File: config.mk
export PLATFORM = sky130hd
export DESIGN_NAME = lsu
export DESIGN_NICKNAME = d
export VERILOG_FILES = /design/src/rtl/lsu_pkg.sv /design/src/rtl/lsu_align.sv /design/src/rtl/lsu.sv
export SDC_FILE = /design/constraint.sdc
export NUM_CORES = 1
export LEC_CHECK = 0
export BUFFER_PORTS_ARGS = -buffer_cell sky130_fd_sc_hd__clkbuf_2
export CAP_MARGIN = 25
export CORE_AREA = 2 2 143 145
export CTS_CLUSTER_SIZE = 24
export DETAILED_ROUTE_END_ITERATION = 6
export DIE_AREA = 0 0 145 147
export PLACE_DENSITY_LB_ADDON = 0.15
export SYNTH_ARGS = -nofsm -noshare
export SYNTH_HDL_FRONTEND = slang
export SYNTH_SLANG_ARGS = --single-unit
export TNS_END_PERCENT = 5
File: constraint.sdc
create_clock -name clk_i -period 2.65 [get_ports clk_i]
set_clock_uncertainty 0.2 [all_clocks]
set_input_delay 0.3975 -clock clk_i [delete_from_list [all_inputs] [get_ports clk_i]]
set_output_delay 0.3975 -clock clk_i [all_outputs]
set_load 0.01 [all_outputs]
File: src/rtl/lsu_pkg.sv
// lsu_pkg: shared types and decode helpers for the load/store unit.
// Holds FSM state, access size and the load/store funct3 encodings.
package lsu_pkg;

    typedef enum logic [1:0] {
        ST_IDLE    = 2'd0,
        ST_ACCESS  = 2'd1,
        ST_ACCESS2 = 2'd2,
        ST_RESP    = 2'd3
    } lsu_state_t;

    typedef enum logic [1:0] {
        SZ_BYTE = 2'd0,
        SZ_HALF = 2'd1,
        SZ_WORD = 2'd2
    } mem_size_t;

    typedef enum logic [2:0] {
        F3_LB  = 3'b000,
        F3_LH  = 3'b001,
        F3_LW  = 3'b010,
        F3_LBU = 3'b100,
        F3_LHU = 3'b101
    } funct3_load_t;

    typedef enum logic [2:0] {
        F3_SB = 3'b000,
        F3_SH = 3'b001,
        F3_SW = 3'b010
    } funct3_store_t;

    function automatic logic f3_legal(
        input logic       st,
        input logic [2:0] f3
    );
        logic ok;
        if (st) begin
            ok = (f3 == F3_SB) || (f3 == F3_SH) ||
                 (f3 == F3_SW);
        end else begin
            ok = (f3 == F3_LB)  || (f3 == F3_LH) ||
                 (f3 == F3_LW)  || (f3 == F3_LBU) ||
                 (f3 == F3_LHU);
        end
        return ok;
    endfunction

    function automatic logic misaligned(
        input logic [1:0] sz,
        input logic [1:0] off
    );
        return ((sz == SZ_HALF) && off[0]) ||
               ((sz == SZ_WORD) && (off != 2'b00));
    endfunction

endpackage

File: src/rtl/lsu_align.sv
// lsu_align: combinational lane steering for the LSU.
// Ports: size_i/off_i/unsigned_i select the access shape; wdata_i,
// rdata_lo_i, rdata_hi_i are raw data; be_lo_o/be_hi_o are enables for
// the first and second word; wdata_o is lane-shifted store data;
// rdata_o is extended load data; misaligned_o flags unnatural alignment.
module lsu_align
    import lsu_pkg::*;
(
    input  logic [1:0]  size_i,
    input  logic [1:0]  off_i,
    input  logic        unsigned_i,
    input  logic [31:0] wdata_i,
    input  logic [31:0] rdata_lo_i,
    input  logic [31:0] rdata_hi_i,
    output logic [3:0]  be_lo_o,
    output logic [3:0]  be_hi_o,
    output logic [31:0] wdata_o,
    output logic [31:0] rdata_o,
    output logic        misaligned_o
);

    logic [7:0]  mask;
    logic [7:0]  be8;
    logic [5:0]  sh;
    logic [31:0] rot;
    logic [31:0] win;

    always_comb begin
        mask = 8'h00;
        unique case (size_i)
            SZ_BYTE: mask = 8'h01;
            SZ_HALF: mask = 8'h03;
            SZ_WORD: mask = 8'h0F;
            default: mask = 8'h00;
        endcase
        // Enables over an 8-byte window; the upper nibble is
        // only non-zero for accesses crossing into the next word.
        be8     = mask << off_i;
        be_lo_o = be8[3:0];
        be_hi_o = be8[7:4];

        sh  = {1'b0, off_i, 3'b000};
        rot = (wdata_i << sh) | (wdata_i >> (6'd32 - sh));
        win = (rdata_lo_i >> sh) | (rdata_hi_i << (6'd32 - sh));

        misaligned_o = misaligned(size_i, off_i);

        // Rotation places each byte in its lane for split accesses;
        // naturally aligned ones use the replicated form.
        if (misaligned_o) begin
            wdata_o = rot;
        end else begin
            unique case (size_i)
                SZ_BYTE: wdata_o = {4{wdata_i[7:0]}};
                SZ_HALF: wdata_o = {2{wdata_i[15:0]}};
                default: wdata_o = wdata_i;
            endcase
        end

        unique case (size_i)
            SZ_BYTE: rdata_o = unsigned_i ?
                {24'b0, win[7:0]} :
                {{24{win[7]}}, win[7:0]};
            SZ_HALF: rdata_o = unsigned_i ?
                {16'b0, win[15:0]} :
                {{16{win[15]}}, win[15:0]};
            default: rdata_o = win;
        endcase
    end

endmodule

File: src/rtl/lsu.sv
// lsu: load/store unit between execute and writeback; issues word-aligned
// memory accesses with byte enables and returns extended load data.
// Ports: clk_i, reset_n_i; req_* from execute (valid/ready); mem_* to data
// memory (valid/ready, rdata same cycle); resp_* to writeback (valid/ready).
// Macro LSU_MISALIGNED_SPLIT_EN: split word-crossing accesses in two.
module lsu
    import lsu_pkg::*;
#(
    parameter int ADDR_WIDTH = 32
) (
    input  logic                  clk_i,
    input  logic                  reset_n_i,
    input  logic                  req_valid_i,
    output logic                  req_ready_o,
    input  logic                  req_is_store_i,
    input  logic [2:0]            req_funct3_i,
    input  logic [ADDR_WIDTH-1:0] req_addr_i,
    input  logic [31:0]           req_wdata_i,
    input  logic [4:0]            req_rd_i,
    output logic                  mem_valid_o,
    input  logic                  mem_ready_i,
    output logic                  mem_we_o,
    output logic [ADDR_WIDTH-1:0] mem_addr_o,
    output logic [3:0]            mem_be_o,
    output logic [31:0]           mem_wdata_o,
    input  logic [31:0]           mem_rdata_i,
    output logic                  resp_valid_o,
    input  logic                  resp_ready_i,
    output logic [31:0]           resp_rdata_o,
    output logic [4:0]            resp_rd_o,
    output logic                  resp_err_o
);

`ifdef LSU_MISALIGNED_SPLIT_EN
    localparam logic SPLIT_EN = 1'b1;
`else
    localparam logic SPLIT_EN = 1'b0;
`endif

    lsu_state_t            state_q, state_d;
    logic                  st_q, st_d;
    logic [2:0]            f3_q, f3_d;
    logic [ADDR_WIDTH-1:0] addr_q, addr_d;
    logic [31:0]           wdata_q, wdata_d;
    logic [4:0]            rd_q, rd_d;
    logic [31:0]           rlo_q, rlo_d;
    logic [31:0]           rdata_q, rdata_d;
    logic                  err_q, err_d;

    logic [3:0]            al_be_lo;
    logic [3:0]            al_be_hi;
    logic [31:0]           al_wdata;
    logic [31:0]           al_rdata;
    logic                  al_mis;
    logic [31:0]           rlo_sel;
    logic [31:0]           ext;
    logic [ADDR_WIDTH-1:0] waddr;
    logic                  new_err;

    // Second beat merges the held low word with the live high word.
    assign rlo_sel = (state_q == ST_ACCESS2) ? rlo_q : mem_rdata_i;
    assign ext     = st_q ? 32'b0 : al_rdata;
    assign waddr   = {addr_q[ADDR_WIDTH-1:2], 2'b00};

    lsu_align u_align (
        .size_i      (f3_q[1:0]),
        .off_i       (addr_q[1:0]),
        .unsigned_i  (f3_q[2]),
        .wdata_i     (wdata_q),
        .rdata_lo_i  (rlo_sel),
        .rdata_hi_i  (mem_rdata_i),
        .be_lo_o     (al_be_lo),
        .be_hi_o     (al_be_hi),
        .wdata_o     (al_wdata),
        .rdata_o     (al_rdata),
        .misaligned_o(al_mis)
    );

    always_comb begin
        state_d = state_q;
        st_d    = st_q;
        f3_d    = f3_q;
        addr_d  = addr_q;
        wdata_d = wdata_q;
        rd_d    = rd_q;
        rlo_d   = rlo_q;
        rdata_d = rdata_q;
        err_d   = err_q;
        new_err = 1'b0;
        unique case (state_q)
            ST_IDLE: begin
                if (req_valid_i) begin
                    new_err = !f3_legal(req_is_store_i, req_funct3_i) ||
                              (!SPLIT_EN &&
                               misaligned(req_funct3_i[1:0],
                                          req_addr_i[1:0]));
                    st_d    = req_is_store_i;
                    f3_d    = req_funct3_i;
                    addr_d  = req_addr_i;
                    wdata_d = req_wdata_i;
                    rd_d    = req_is_store_i ? 5'd0 : req_rd_i;
                    rdata_d = 32'b0;
                    err_d   = new_err;
                    state_d = new_err ? ST_RESP : ST_ACCESS;
                end
            end
            ST_ACCESS: begin
                if (mem_ready_i) begin
                    if (SPLIT_EN && al_mis && (al_be_hi != 4'b0)) begin
                        rlo_d   = mem_rdata_i;
                        state_d = ST_ACCESS2;
                    end else begin
                        rdata_d = ext;
                        state_d = ST_RESP;
                    end
                end
            end
            ST_ACCESS2: begin
                if (mem_ready_i) begin
                    rdata_d = ext;
                    state_d = ST_RESP;
                end
            end
            ST_RESP: begin
                if (resp_ready_i) begin
                    state_d = ST_IDLE;
                end
            end
            default: state_d = ST_IDLE;
        endcase
    end

    always_ff @(posedge clk_i or negedge reset_n_i) begin
        if (!reset_n_i) begin
            state_q <= ST_IDLE;
            st_q    <= 1'b0;
            f3_q    <= 3'b0;
            addr_q  <= '0;
            wdata_q <= 32'b0;
            rd_q    <= 5'b0;
            rlo_q   <= 32'b0;
            rdata_q <= 32'b0;
            err_q   <= 1'b0;
        end else begin
            state_q <= state_d;
            st_q    <= st_d;
            f3_q    <= f3_d;
            addr_q  <= addr_d;
            wdata_q <= wdata_d;
            rd_q    <= rd_d;
            rlo_q   <= rlo_d;
            rdata_q <= rdata_d;
            err_q   <= err_d;
        end
    end

    always_comb begin
        req_ready_o  = (state_q == ST_IDLE);
        mem_valid_o  = (state_q == ST_ACCESS) ||
                       (state_q == ST_ACCESS2);
        mem_we_o     = mem_valid_o && st_q;
        mem_addr_o   = '0;
        mem_be_o     = 4'b0;
        if (state_q == ST_ACCESS) begin
            mem_addr_o = waddr;
            mem_be_o   = al_be_lo;
        end else if (state_q == ST_ACCESS2) begin
            mem_addr_o = waddr + ADDR_WIDTH'(4);
            mem_be_o   = al_be_hi;
        end
        mem_wdata_o  = mem_we_o ? al_wdata : 32'b0;
        resp_valid_o = (state_q == ST_RESP);
        resp_rdata_o = rdata_q;
        resp_rd_o    = rd_q;
        resp_err_o   = err_q;
    end

endmodule

==> run_results.csv <==
group,metric,value,unit
status,run_status,"complete, but fails checks",
status,failed_checks,"negative setup slack",
sta,timing.final.crit_share,1.08,
clocking,clkLatencyLatePin,0.35,ns
grt,grtUsageTotal,0.234,
finish,seqCellArea,0.00271,mm^2
finish,finish.net_count,1202,
logic_synthesis,synth-edff-count,0,
sta,max_clock_freq,348,MHz
sta,count_of_final_hold_check_violations,0,
logic_synthesis,synth_seq_cells,108,
run,timing.max_cap.violations,0,
grt,grt_start_max_net_pins,39,
sta,setup_viol,40,
routing,routedWlPerCell,19.0,um
clocking,numClockSinks,108,
logic_synthesis,syn_area_per_cell,9.01,um^2
grt,antenna_found_initial,1,
grt,grt_most_used_layer,"met2",
grt,gr-usage-met1,0.332,
sta,whs,0.0638,ns
logic_synthesis,synthesis.area,0.00780,mm^2
logic_synthesis,synth.top_cell.area_share,0.347,
routing,drt_pass1_iterations,5,
logic_synthesis,ys.warnings.count,0,
grt,grt_use_met2,0.361,
finish,drive_above_1_share,0.434,
placed_design,gp_congestion,0.882,
floorplanning,die_height,147,um
logic_synthesis,synthCells,865,
worst_setup_path,critical_path_arrival,2.27,ns
logic_synthesis,async_flop_share,1.00,
routing,vias_per_cell,5.72,
worst_hold_path,min-delay-path-class,"primary input to flop",
floorplanning,die-width,145,um
routing,dr.first_iter.drc_count,580,
power_and_ir_drop,vdd_ir_drop_max,681,uV
routing,route.detailed.drc,0,
logic_synthesis,share_of_the_yosys_chip_area_belonging_to_registers,0.347,
sta,rsz0062_at_grt,"yes",
placed_design,dp.final_hpwl,18.0,mm
floorplanning,floorplan.rows,52,
grt,gr-total-overflow,0,
clocking,cts_root_buf,"sky130_fd_sc_hd__clkbuf_16",
logic_synthesis,postSynth.topFlopCell,"sky130_fd_sc_hd__dfrtp_1",
routing,routed_wl,25.7,mm
worst_setup_path,worstSetupStartpointType,"flop",
power_and_ir_drop,total_leakage_power,4.57,nW
power_and_ir_drop,design_power_total,15.0,mW
logic_synthesis,synth_top_area_cell,"sky130_fd_sc_hd__dfrtp_1",
finish,area_growth_syn_to_layout,31.3,%
floorplanning,effective_utilization_at_floorplan,0.393,
logic_synthesis,synthTopCellsByArea,"sky130_fd_sc_hd__dfrtp_1, sky130_fd_sc_hd__mux2_2, sky130_fd_sc_hd__a21oi_1",
clocking,clk_transition_reported_paths,0.08,ns
floorplanning,core_area,0.0198,mm^2
finish,multi_input_comb_area,0.00507,mm^2
grt,grt_pass1_vias,7270,
worst_setup_path,critical_path_end_type,"primary output",
sta,max_slew.worst_pin.slew,0.669,ns
logic_synthesis,netlist-cell-type-count,61,
floorplanning,design.die.area,0.0213,mm^2
routing,vias,7755,
finish,utilization,0.516,
finish,fillers,1916,
power_and_ir_drop,power.density_cell_area,1460,mW/mm^2
clocking,clock_tree.buffer_depth,2,
grt,grtUsageMet3,0.0339,
worst_setup_path,crit_type,"flop to primary output",
sta,setup_ws,-0.222,ns
sta,max_slew_margin,0.553,
routing,final_antenna_net_count,0,
worst_setup_path,data_required_time_of_the_critical_path,2.05,ns
clocking,clock_tree_from_tritoncts,"built",
worst_setup_path,cp_max_fo,4,
clocking,h-tree-depth,3,
placed_design,io_buffer_count,217,
sta,final.min_clock_period,2.87,ns
grt,first_pass_grt_wire_length,40.1,mm
clocking,cts_inserted_buffers,9,
floorplanning,design.portCount,220,
sta,fin_max_slew_vios,0,
-- flip-flops by register name, indices dropped and copies added, names as in the netlist --
signal        cells
wdata_q          32
st_q              1
resp_rd_o         5
addr_q           32
f3_q              3
state_q           2
resp_rdata_o     32
resp_err_o        1
-- worst paths after layout --
| path | start | end | slack [ns] | depth (start not counted) |
|---|---|---|---|---|
| worst min register to register | resp_rdata_o[30] | resp_rdata_o[30] | 0.28 | 2 |
| min in group asynchronous | reset_n_i | wdata_q[25] | 0.35 | 2 |
| worst max-delay path | addr_q[0] | mem_wdata_o[31] | -0.22 | 8 |
| worst min-delay path | req_wdata_i[4] | wdata_q[4] | 0.06 | 2 |
| max in group asynchronous | reset_n_i | wdata_q[8] | 1.25 | 3 |
| worst max register to register | addr_q[0] | resp_rdata_o[26] | 0.09 | 8 |
-- Yosys cell counts, types with 2 or more instances --
cell type                    n
sky130_fd_sc_hd__or2_2       3
sky130_fd_sc_hd__a211oi_1   58
sky130_fd_sc_hd__buf_4       5
sky130_fd_sc_hd__nor2_2      2
sky130_fd_sc_hd__a221oi_1   17
sky130_fd_sc_hd__or3_1       3
sky130_fd_sc_hd__a21oi_1    93
sky130_fd_sc_hd__nand4_1    13
sky130_fd_sc_hd__a22o_1     14
sky130_fd_sc_hd__mux2i_1    37
sky130_fd_sc_hd__and4_1      2
sky130_fd_sc_hd__mux2_2     81
sky130_fd_sc_hd__a22oi_1    17
sky130_fd_sc_hd__o21ai_1     2
sky130_fd_sc_hd__o221a_2     7
sky130_fd_sc_hd__buf_2      17
sky130_fd_sc_hd__and3_1      5
sky130_fd_sc_hd__dfrtp_1   108
sky130_fd_sc_hd__o21a_1      2
sky130_fd_sc_hd__nor3_1     12
sky130_fd_sc_hd__inv_1      13
sky130_fd_sc_hd__nor3b_2     2
sky130_fd_sc_hd__o22ai_1     8
sky130_fd_sc_hd__o21ai_2    10
sky130_fd_sc_hd__ha_1       13
sky130_fd_sc_hd__nand2_1    61
sky130_fd_sc_hd__nand3b_1    2
sky130_fd_sc_hd__nand3_1    11
sky130_fd_sc_hd__xor2_1     18
sky130_fd_sc_hd__clkbuf_1   39
sky130_fd_sc_hd__nor2_1     70
sky130_fd_sc_hd__o21ai_0    43
sky130_fd_sc_hd__nand2b_1    9
sky130_fd_sc_hd__a21boi_0    2
sky130_fd_sc_hd__xnor2_1     5
sky130_fd_sc_hd__a32oi_1     6
sky130_fd_sc_hd__nor2b_1    15
sky130_fd_sc_hd__a31oi_1     7
sky130_fd_sc_hd__buf_1      11
-- through the flow --
step	worst slack (ns)	instances	cell area, um^2	setup TNS, ns
2_1_floorplan	-0.0361	866	7910	-0.780
3_3_place_gp	0.0512	1328	9490	0
3_5_place_dp	0.0677	1328	9490	0
4_1_cts	-0.167	1352	10100	-3.75
5_1_grt	-0.257	1355	10200	-7.32
6_report	-0.222	1355	10200	-3.13
-- worst max-delay path: stages, from the launching register on --
cell and delay, ns:
sky130_fd_sc_hd__dfrtp_4 0.50, sky130_fd_sc_hd__inv_4 0.08, sky130_fd_sc_hd__ha_4 0.21, sky130_fd_sc_hd__or2_4 0.28, sky130_fd_sc_hd__nor2_4 0.13, sky130_fd_sc_hd__buf_6 0.13
sky130_fd_sc_hd__a221oi_2 0.06, sky130_fd_sc_hd__a211oi_2 0.32, sky130_fd_sc_hd__buf_2 0.19
-- layout by cell type, fill, tap and decap left out, drive strengths merged, types with 3 or more instances in the layout --
| cell type | n |
|---|---|
| a211oi | 58 |
| a21oi | 93 |
| a221oi | 18 |
| a22o | 14 |
| a22oi | 17 |
| a31oi | 7 |
| a32oi | 6 |
| and3 | 5 |
| buf | 78 |
| clkbuf | 207 |
| dfrtp | 108 |
| ha | 13 |
| inv | 16 |
| mux2 | 81 |
| mux2i | 37 |
| nand2 | 61 |
| nand2b | 9 |
| nand3 | 11 |
| nand4 | 15 |
| nor2 | 72 |
| nor2b | 15 |
| nor3 | 13 |
| nor3b | 3 |
| o21ai | 55 |
| o221a | 7 |
| o22ai | 8 |
| or2 | 3 |
| or3 | 3 |
| xnor2 | 5 |
| xor2 | 18 |
-- logic make-up (layout without fill, tap and decap cells) --
group,count (synthesis),in the layout,synth area share
xor gates and xnor gates,23,23,0.0258
and+or+nand+nor,221,221,0.142
DFF,108,108,0.347
other,1,3,0.000481
muxes,118,118,0.165
AOI/OAI and AO/OA,293,293,0.250
adders and majority gates,13,13,0.0209
buffers and inverters,88,306,0.0499
-- power by group --
part	internal (mW)	switching [mW]
clock network	0.744	0.661
logic	4.43	5.76
registers	2.39	0.964
-- area by class of cell --
cell class / count / share of cell area
multi-input cells: 670 / 0.495
flip-flops and latches: 108 / 0.265
repair buffers: 276 / 0.172
well taps: 270 / 0.0330
clock buffers: 10 / 0.0224
clock inverters: 6 / 0.00672
inverters: 14 / 0.00550
diodes: 1 / 0.000244
-- layer usage --
layer	share of wire	routed length, um
met2	0.46	11800
met1	0.45	11600
met3	0.062	1580
met4	0.027	706
met5	0	0
-- timing repair --
action,4_1_cts,5_1_grt
gates resized for setup,44,49
gates cloned,2,1
endpoints found under the hold margin,31,0
hold buffers,1,0
pin swaps,26,13
endpoints found under the setup margin,56,83
buffers inserted,5,1
(Power assumes the default switching activity.)
